<file path="config.mk">
export PLATFORM = sky130hd
export DESIGN_NAME = conversor_bcd
export DESIGN_NICKNAME = d
export VERILOG_FILES = /design/src/rtl/conversor_bcd_pkg.sv /design/src/rtl/ajuste_bcd.sv /design/src/rtl/conversor_bcd.sv
export SDC_FILE = /design/constraint.sdc
export NUM_CORES = 1
export LEC_CHECK = 0
export BUFFER_PORTS_ARGS = -buffer_cell sky130_fd_sc_hd__buf_2
export CORE_ASPECT_RATIO = 0.6
export CORE_MARGIN = 2
export CORE_UTILIZATION = 60
export CTS_BUF_LIST = sky130_fd_sc_hd__clkbuf_4 sky130_fd_sc_hd__clkbuf_8
export DETAILED_ROUTE_END_ITERATION = 10
export GPL_TIMING_DRIVEN = 1
export PLACE_DENSITY = 0.83
export SLEW_MARGIN = 20
export SYNTH_ARGS = -nofsm -noshare
export SYNTH_HDL_FRONTEND = slang
export SYNTH_SLANG_ARGS = --single-unit
</file>
<file path="constraint.sdc">
create_clock -name clk -period 2.2 [get_ports clk]
set_input_delay 0.11 -clock clk [delete_from_list [all_inputs] [get_ports clk]]
set_output_delay 0.11 -clock clk [all_outputs]
set_load 0.05 [all_outputs]
</file>
<file path="src/rtl/conversor_bcd_pkg.sv">
// Shared definitions for the binary-to-BCD converter: widths, iteration count
// and FSM state encodings.
package conversor_bcd_pkg;

    localparam int unsigned ITERACOES = 8;
    localparam int unsigned LARG_BCD  = 4;
    localparam int unsigned LARG_BIN  = 8;
    localparam int unsigned LARG_REG  = 3 * LARG_BCD + LARG_BIN;

    typedef enum logic [1:0] {
        OCIOSO   = 2'b00,
        CONVERTE = 2'b01,
        FIM      = 2'b10
    } estado_t;

endpackage

</file>
<file path="src/rtl/ajuste_bcd.sv">
// Double-dabble correction cell: adds 3 to a BCD nibble that is 5 or more so
// the following left shift carries correctly into the next decimal digit.
module ajuste_bcd
    import conversor_bcd_pkg::*;
(
    input  logic [LARG_BCD-1:0] entrada,
    output logic [LARG_BCD-1:0] saida
);

    always_comb begin
        saida = entrada;
        if (entrada >= LARG_BCD'(5)) begin
            saida = entrada + LARG_BCD'(3);
        end
    end

endmodule

</file>
<file path="src/rtl/conversor_bcd.sv">
// Sequential 8-bit binary to 3-digit BCD converter (shift-and-add-3), fixed
// 9-clock latency from the accepting edge to the result edge.
module conversor_bcd
    import conversor_bcd_pkg::*;
(
    input  logic                clk,
    input  logic                rst_n,
    input  logic                inicio,
    input  logic [LARG_BIN-1:0] binario,
    output logic [LARG_BCD-1:0] centena,
    output logic [LARG_BCD-1:0] dezena,
    output logic [LARG_BCD-1:0] unidade,
    output logic                ocupado,
    output logic                pronto
);

    estado_t             estado_q;
    logic [2:0]          cont_q;
    logic [LARG_REG-1:0] trab_q;

    logic [LARG_BCD-1:0] cen_aj, dez_aj, uni_aj;
    logic [LARG_REG-1:0] ajustado;
    logic [LARG_REG-1:0] deslocado;

    // Working register layout: {cen[19:16], dez[15:12], uni[11:8], bin[7:0]}
    ajuste_bcd u_ajuste_cen (
        .entrada (trab_q[19:16]),
        .saida   (cen_aj)
    );

    ajuste_bcd u_ajuste_dez (
        .entrada (trab_q[15:12]),
        .saida   (dez_aj)
    );

    ajuste_bcd u_ajuste_uni (
        .entrada (trab_q[11:8]),
        .saida   (uni_aj)
    );

    always_comb begin
        ajustado  = {cen_aj, dez_aj, uni_aj, trab_q[LARG_BIN-1:0]};
        deslocado = {ajustado[LARG_REG-2:0], 1'b0};
    end

    always_ff @(posedge clk or negedge rst_n) begin
        if (!rst_n) begin
            estado_q <= OCIOSO;
            cont_q   <= 3'd0;
            trab_q   <= '0;
            centena  <= '0;
            dezena   <= '0;
            unidade  <= '0;
            ocupado  <= 1'b0;
            pronto   <= 1'b0;
        end else begin
            pronto <= 1'b0;
            case (estado_q)
                OCIOSO: begin
                    if (inicio) begin
                        trab_q   <= {{(3 * LARG_BCD){1'b0}}, binario};
                        cont_q   <= 3'd0;
                        ocupado  <= 1'b1;
                        estado_q <= CONVERTE;
                    end
                end
                CONVERTE: begin
                    trab_q <= deslocado;
                    cont_q <= cont_q + 3'd1;
                    if (cont_q == 3'(ITERACOES - 1)) begin
                        estado_q <= FIM;
                    end
                end
                FIM: begin
                    centena  <= trab_q[19:16];
                    dezena   <= trab_q[15:12];
                    unidade  <= trab_q[11:8];
                    pronto   <= 1'b1;
                    ocupado  <= 1'b0;
                    estado_q <= OCIOSO;
                end
                default: begin
                    ocupado  <= 1'b0;
                    estado_q <= OCIOSO;
                end
            endcase
        end
    end

endmodule

</file>
== Yosys cells after proc, flatten, opt, wreduce, memory -nomap -nowiden ==
Cells that the tools add are included.

* Output and inout port bits: 14
* Logic and storage cells: 39
* Register bits: 39
* Bits of input ports: 11

* Reduce and logical (&&, ||, !) cells: 5
* Add/sub/neg operators: 4
* Order comparisons: 3
* Mux-type cells: 13
* Equality and inequality tests: 5
* Bitwise logic cells: 1

{| class="wikitable"
|+ Operator list
! kind !! count
|-
| $pmux 20 s2 || 1
|-
| $mux 20 || 1
|-
| $ge 4x3->1 const B || 3
|-
| $add 4x2->4 const B || 2
|-
| $mux 4 || 2
|-
| $mux 3 || 2
|-
| $pmux 3 s2 || 1
|-
| $reduce_and 2->1 || 3
|-
| $mux 2 || 2
|-
| $ne 2x2->1 const B || 2
|-
| $pmux 2 s2 || 1
|-
| $add 3x1->3 const B || 1
|-
| $add 3x2->3 const B || 1
|-
| $eq 3x3->1 const B || 1
|-
| $eq 2x1->1 const B || 1
|-
| $eq 2x2->1 const B || 1
|-
| $logic_not 2->1 || 1
|-
| $mux 1 || 2
|-
| $pmux 1 s2 || 1
|-
| $reduce_bool 2->1 || 1
|-
| $not 1->1 || 1
|}

== Depth between registers and ports, before layout ==
* Depth in word-level cells: 3
* Gate-level depth with buffers: 6
* Depth with buffers taken out: 5

== Hierarchy ==
Synthesis repeated with hierarchy kept, for this count alone.

* Cell total of the unflattened synthesis: 162
* Area, all modules: 1958.1 µm²

{| class="wikitable"
|+ By module, submodules not included
! module !! cells each !! times used !! area an instance (µm²)
|-
| conversor_bcd || 114 || 1 || 1654.1
|-
| ajuste_bcd || 16 || 3 || 101.3
|}

== Worst setup path after synthesis ==
No wires, ideal clock.

* Path kind: register to register
* Start: register trab_q[12]
* End: register trab_q[14]
* Required time: 2.096 ns
* Data arrival time: 1.173 ns
* Buffers on the path: 0
* Slack: 0.923 ns
* Cell stages (with the launch flop): 6
* Clock period less this slack: 1.277 ns
* Cell sequence: dfrtp_1 -> inv_1 -> ha_1 -> nor2b_1 -> o21a_1 -> o311ai_1

* Longest elaborated chain between the ends: 3
* Elaborated cells between the ends (all ways): 4
* Classes of those cells: add/sub (1); order compare (1); mux (2)

{| class="wikitable"
|+ Ends and longest elaborated chain
! item !! line !! text
|-
| start: declaration || conversor_bcd.sv:19 || <nowiki>logic [LARG_REG-1:0] trab_q;</nowiki>
|-
| start signal: assignment || conversor_bcd.sv:61 || <nowiki>trab_q <= {{(3 * LARG_BCD){1'b0}}, binario};</nowiki>
|-
| start signal: assignment || conversor_bcd.sv:68 || <nowiki>trab_q <= deslocado;</nowiki>
|-
| $add 4x2->4 / $ge 4x3->1 (equally long branches) || ajuste_bcd.sv:13, ajuste_bcd.sv:12 ||
|-
| $mux 4 * || ajuste_bcd.sv:12 || <nowiki>if (entrada >= LARG_BCD'(5)) begin</nowiki>
|-
| $pmux 20 s2 * || conversor_bcd.sv:58 || <nowiki>case (estado_q)</nowiki>
|}

Mark *: on every way between the ends. The rest lies on a longest branch, timed or not.
A chain may end at the register's enable or synchronous reset.

== Worst setup path in the final report ==
* Start: register estado_q[0]
* End: register trab_q[10]

* Longest elaborated chain between the ends: 3
* Elaborated cells between the ends (all ways): 6
* Classes of those cells: eq/ne (2); mux (1); reduce/logical (3)

{| class="wikitable"
|+ Ends and longest elaborated chain
! item !! line !! text
|-
| start: declaration || conversor_bcd.sv:17 || <nowiki>estado_t estado_q;</nowiki>
|-
| start signal: assignment || conversor_bcd.sv:48 || <nowiki>estado_q <= OCIOSO;</nowiki>
|-
| start signal: assignment || conversor_bcd.sv:64 || <nowiki>estado_q <= CONVERTE;</nowiki>
|-
| start signal: assignment || conversor_bcd.sv:71 || <nowiki>estado_q <= FIM;</nowiki>
|-
| $eq 2x1->1 / $logic_not 2->1 (equally long branches) || conversor_bcd.sv:58 ||
|-
| $reduce_bool 2->1 (no source line) / $ne 2x2->1 (equally long branches) || -- ||
|-
| $reduce_and 2->1 (no source line) || -- ||
|}

Parallel ways exist; a longest one is shown, timed or not.

==> out/summary.log <==
INFO  routing        viasPerCell=5.70
INFO  floorplanning  die_width=76.1µm
INFO  cells_and_area final_layout_size_suffix_gt1_share=17.8%
INFO  clocking       clock_insertion_delay_worst_skew=0.29ns
INFO  clocking       cts.reportedPaths.clkPinSlew=0.08ns
INFO  worst_setup_path worstSetupPathType=flip-flop to flip-flop
INFO  timing         max_slew_margin=43.9%
INFO  timing         rsz0062_at_grt=no
INFO  global_routing grt_first_pass_wirelength=5700µm
INFO  job            max-cap-violations=0
INFO  timing         worst-slew-pin-transition=0.842ns
INFO  routing        first_iter_violations=113
INFO  floorplanning  start_util=63.9%
INFO  timing         finalHoldViolCount=0
INFO  timing         setup_viol=0
INFO  power_and_ir_drop power_density=1540nW/µm²
INFO  routing        drt_pass1_iterations=4
INFO  routing        routed_wire_length_per_instance=14.2µm
INFO  min_path       hp-class=input port to flip-flop
INFO  cells_and_area antenna_cells=0
INFO  worst_setup_path timing.rr.end=trab_q[10]$_DFFE_PN0P_
INFO  timing         timing.clock.skew=0.00433ns
INFO  routing        wirelength=3380µm
INFO  routing        drc_errors=0
INFO  clocking       h-tree-depth=2
INFO  power_and_ir_drop power_leakage=0.997nW
INFO  worst_setup_path reg2reg_depth=3
INFO  yosys          post_synthesis_instance_area=1870µm²
INFO  global_routing globalRouteOverflowTotal=0
INFO  cells_and_area nets=215
INFO  floorplanning  core=2930µm²
INFO  yosys          ys_top_cells_by_area=dfrtp_1, o21ai_0, ha_1
INFO  timing         final.hold.worst_slack=0.0971ns
INFO  floorplanning  ioPinCount=25
INFO  global_routing track_usage=20.7%
INFO  worst_setup_path setup.reg_to_reg.worst_slack=0.61ns
INFO  worst_setup_path timing.critical_path.fanout_max=23
INFO  global_routing first_global_vias=1,320
INFO  cells_and_area layout.area.seq=976µm²
INFO  cells_and_area multi_input_comb_area=742µm²
INFO  yosys          ys.flop_type=dfrtp_1
INFO  cells_and_area layout.cells.non_filler=239
INFO  yosys          post-synth-top-area-cell=dfrtp_1
INFO  cells_and_area areaGrowthSynthToFinish=9.16%
INFO  place          routability_congestion_estimate_from_global_placement=0.838
INFO  clocking       cts.path.max_buffers=2
INFO  clocking       cts.repair.resized=0
INFO  yosys          synth.net_count=194
INFO  place          dp_cells=230
INFO  place          worst_slack_at_placement=0.620ns
INFO  yosys          ys_seq_elements=39
INFO  yosys          avgSynthCellArea=10.7µm²
INFO  yosys          async_reset_ff_share=100%
INFO  outcome        outcome=finished clean
INFO  yosys          yosysWarnings=0
INFO  floorplanning  dieHeight=47.3µm
INFO  yosys          synth-edff-count=0
INFO  floorplanning  die_area=3590µm²
INFO  place          place_hpwl=2360µm
INFO  yosys          synthDistinctLibCells=30
INFO  yosys          syn_inst=175
INFO  clocking       clkSinkCount=39
INFO  timing         final_min_period_over_clock_period=72.2%
INFO  worst_setup_path setup.worst_path.start_class=flip-flop
INFO  min_path       worst_hold_path.endpoint=trab_q[2]$_DFFE_PN0P_
INFO  worst_setup_path worst_r2r_startpoint=estado_q[0]$_DFFE_PN0P_
INFO  clocking       root_buffer=clkbuf_8
INFO  routing        vias=1,363
INFO  yosys          synth_seq_area_share=52.2%
INFO  worst_setup_path worst_ep_arrival_time=1.76ns
INFO  cells_and_area nFillCells=215
INFO  clocking       tritoncts.num_buffers=5
INFO  timing         postLayoutSetupSlackWorst=0.612ns
INFO  global_routing grt_antenna_before_repair=0
INFO  yosys          proportion_of_netlist_area_held_by_the_largest_area_contributor=52.2%
INFO  timing         finalWorstPathRequiredPeriod=1.59ns
INFO  timing         fin_max_slew_vios=0
INFO  global_routing largest_net_degree_at_the_start_of_global_routing=40
INFO  min_path       min_path_cells=3
INFO  timing         fin_tns_setup=0ns
INFO  timing         max_clock_freq=0.630GHz
INFO  floorplanning  rows=15
INFO  power_and_ir_drop power.ir.vdd_worst=0.676mV
INFO  worst_setup_path element_type_at_the_critical_path_end=flip-flop
INFO  min_path       min_delay_src=binario[2]
INFO  place          port_buffers=24
INFO  routing        routed_antenna_nets=0
INFO  clocking       cts_tree=done
INFO  worst_setup_path worst_endpoint_required_time=2.37ns
-- cell families (layout without fill, tap and decap cells) --
kind of cell	Yosys count	after routing	share of synthesized area (%)
compound gates	58	58	21.2
flops	39	39	52.2
simple gates	38	38	9.50
buf+inv	25	47	8.16
fa+ha+maj	8	8	5.35
mux	5	5	2.68
xor+xnor	2	2	0.937
-- cells in the final DEF (no fill, tap or decap), types with 2 or more instances in the layout --
cell type,n
nor2b_1,7
mux2i_1,5
xnor2_1,2
nand2b_1,2
o21a_1,3
o31ai_1,3
a22oi_1,2
o32ai_1,2
o21ai_0,22
o21ai_1,2
a21oi_1,5
o2111ai_1,6
a32o_1,3
inv_1,14
dfrtp_1,39
nand2_1,26
a22o_1,2
buf_2,24
o221ai_1,3
clkinvlp_4,2
ha_1,8
clkbuf_8,5
o311ai_1,3
-- synthesized netlist by cell type (2+ instances only) --
cell	n
a21oi_1	5
a22o_1	2
a22oi_1	2
a32o_1	3
buf_2	2
buf_4	2
buf_6	4
clkbuf_2	2
dfrtp_1	39
ha_1	8
inv_1	14
mux2i_1	5
nand2_1	26
nand2b_1	2
nor2b_1	7
o2111ai_1	6
o21a_1	3
o21ai_0	22
o21ai_1	2
o221ai_1	3
o311ai_1	3
o31ai_1	3
o32ai_1	2
xnor2_1	2
-- layout make-up --
class                      count  area share [%]
tap                           42            2.57
timing repair buffer          25            6.37
inverter                      14            2.57
clock buffer                   5            3.37
sequential                    39            47.8
multi-input combinational    111            36.3
clock inverter                 3           0.980
-- metal layers --
| metal | routed length, µm | vias up | GRT usage (%) |
|---|---|---|---|
| met2 | 1640 | 28 | 38.2 |
| li1 | - | 661 | - |
| met1 | 1580 | 670 | 24.9 |
| met4 | 29 | 0 | 7.64 |
| met3 | 133 | 4 | 5.38 |
| met5 | 0 | - | 0 |
-- report_power, final --
group | internal [W] | switching (W)
logic | 0.000511 | 0.000954
clock network | 0.000220 | 0.000253
registers | 0.00101 | 0.000204
total | 0.00174 | 0.00141
-- critical path: stages, from the launching register on --
cell and delay (ns):
dfrtp_1 0.51, nor2b_4 0.57, o2111ai_1 0.26, o311ai_1 0.14
-- worst max-delay path by stage --
stage                                 start                      to  slack (ns)  cells after the start
floorplan            trab_q[12]$_DFFE_PN0P_  trab_q[14]$_DFFE_PN0P_        0.92                      5
global placement    estado_q[0]$_DFFE_PN0P_   trab_q[1]$_DFFE_PN0P_        0.75                      3
detailed placement  estado_q[0]$_DFFE_PN0P_   trab_q[1]$_DFFE_PN0P_        0.62                      3
CTS                 estado_q[0]$_DFFE_PN0P_  trab_q[10]$_DFFE_PN0P_        0.62                      3
global route        estado_q[0]$_DFFE_PN0P_   trab_q[1]$_DFFE_PN0P_        0.52                      3
finish              estado_q[0]$_DFFE_PN0P_  trab_q[10]$_DFFE_PN0P_        0.61                      3
-- metrics by stage --
stage	cell area (µm²)	utilization, %	power (W)
floorplan	1870	-	0.00243
global placement	1940	66.4	0.00259
detailed placement	1940	66.4	0.00267
CTS	2040	69.7	0.00316
global route	2040	69.7	0.00338
finish	2040	69.7	0.00315
-- registers in the layout, summed over array words and instances, names as in the netlist --
register,count
centena,4
cont_q,3
dezena,4
estado_q,2
ocupado,1
pronto,1
trab_q,20
unidade,4
-- timing repair --
action | CTS | global route
setup endpoints to repair | 0 | 0
endpoints found under the hold margin | 39 | 0
hold buffers | 1 | 0
setup buffers | 0 | 0
Power figures use the tool's default switching activity.
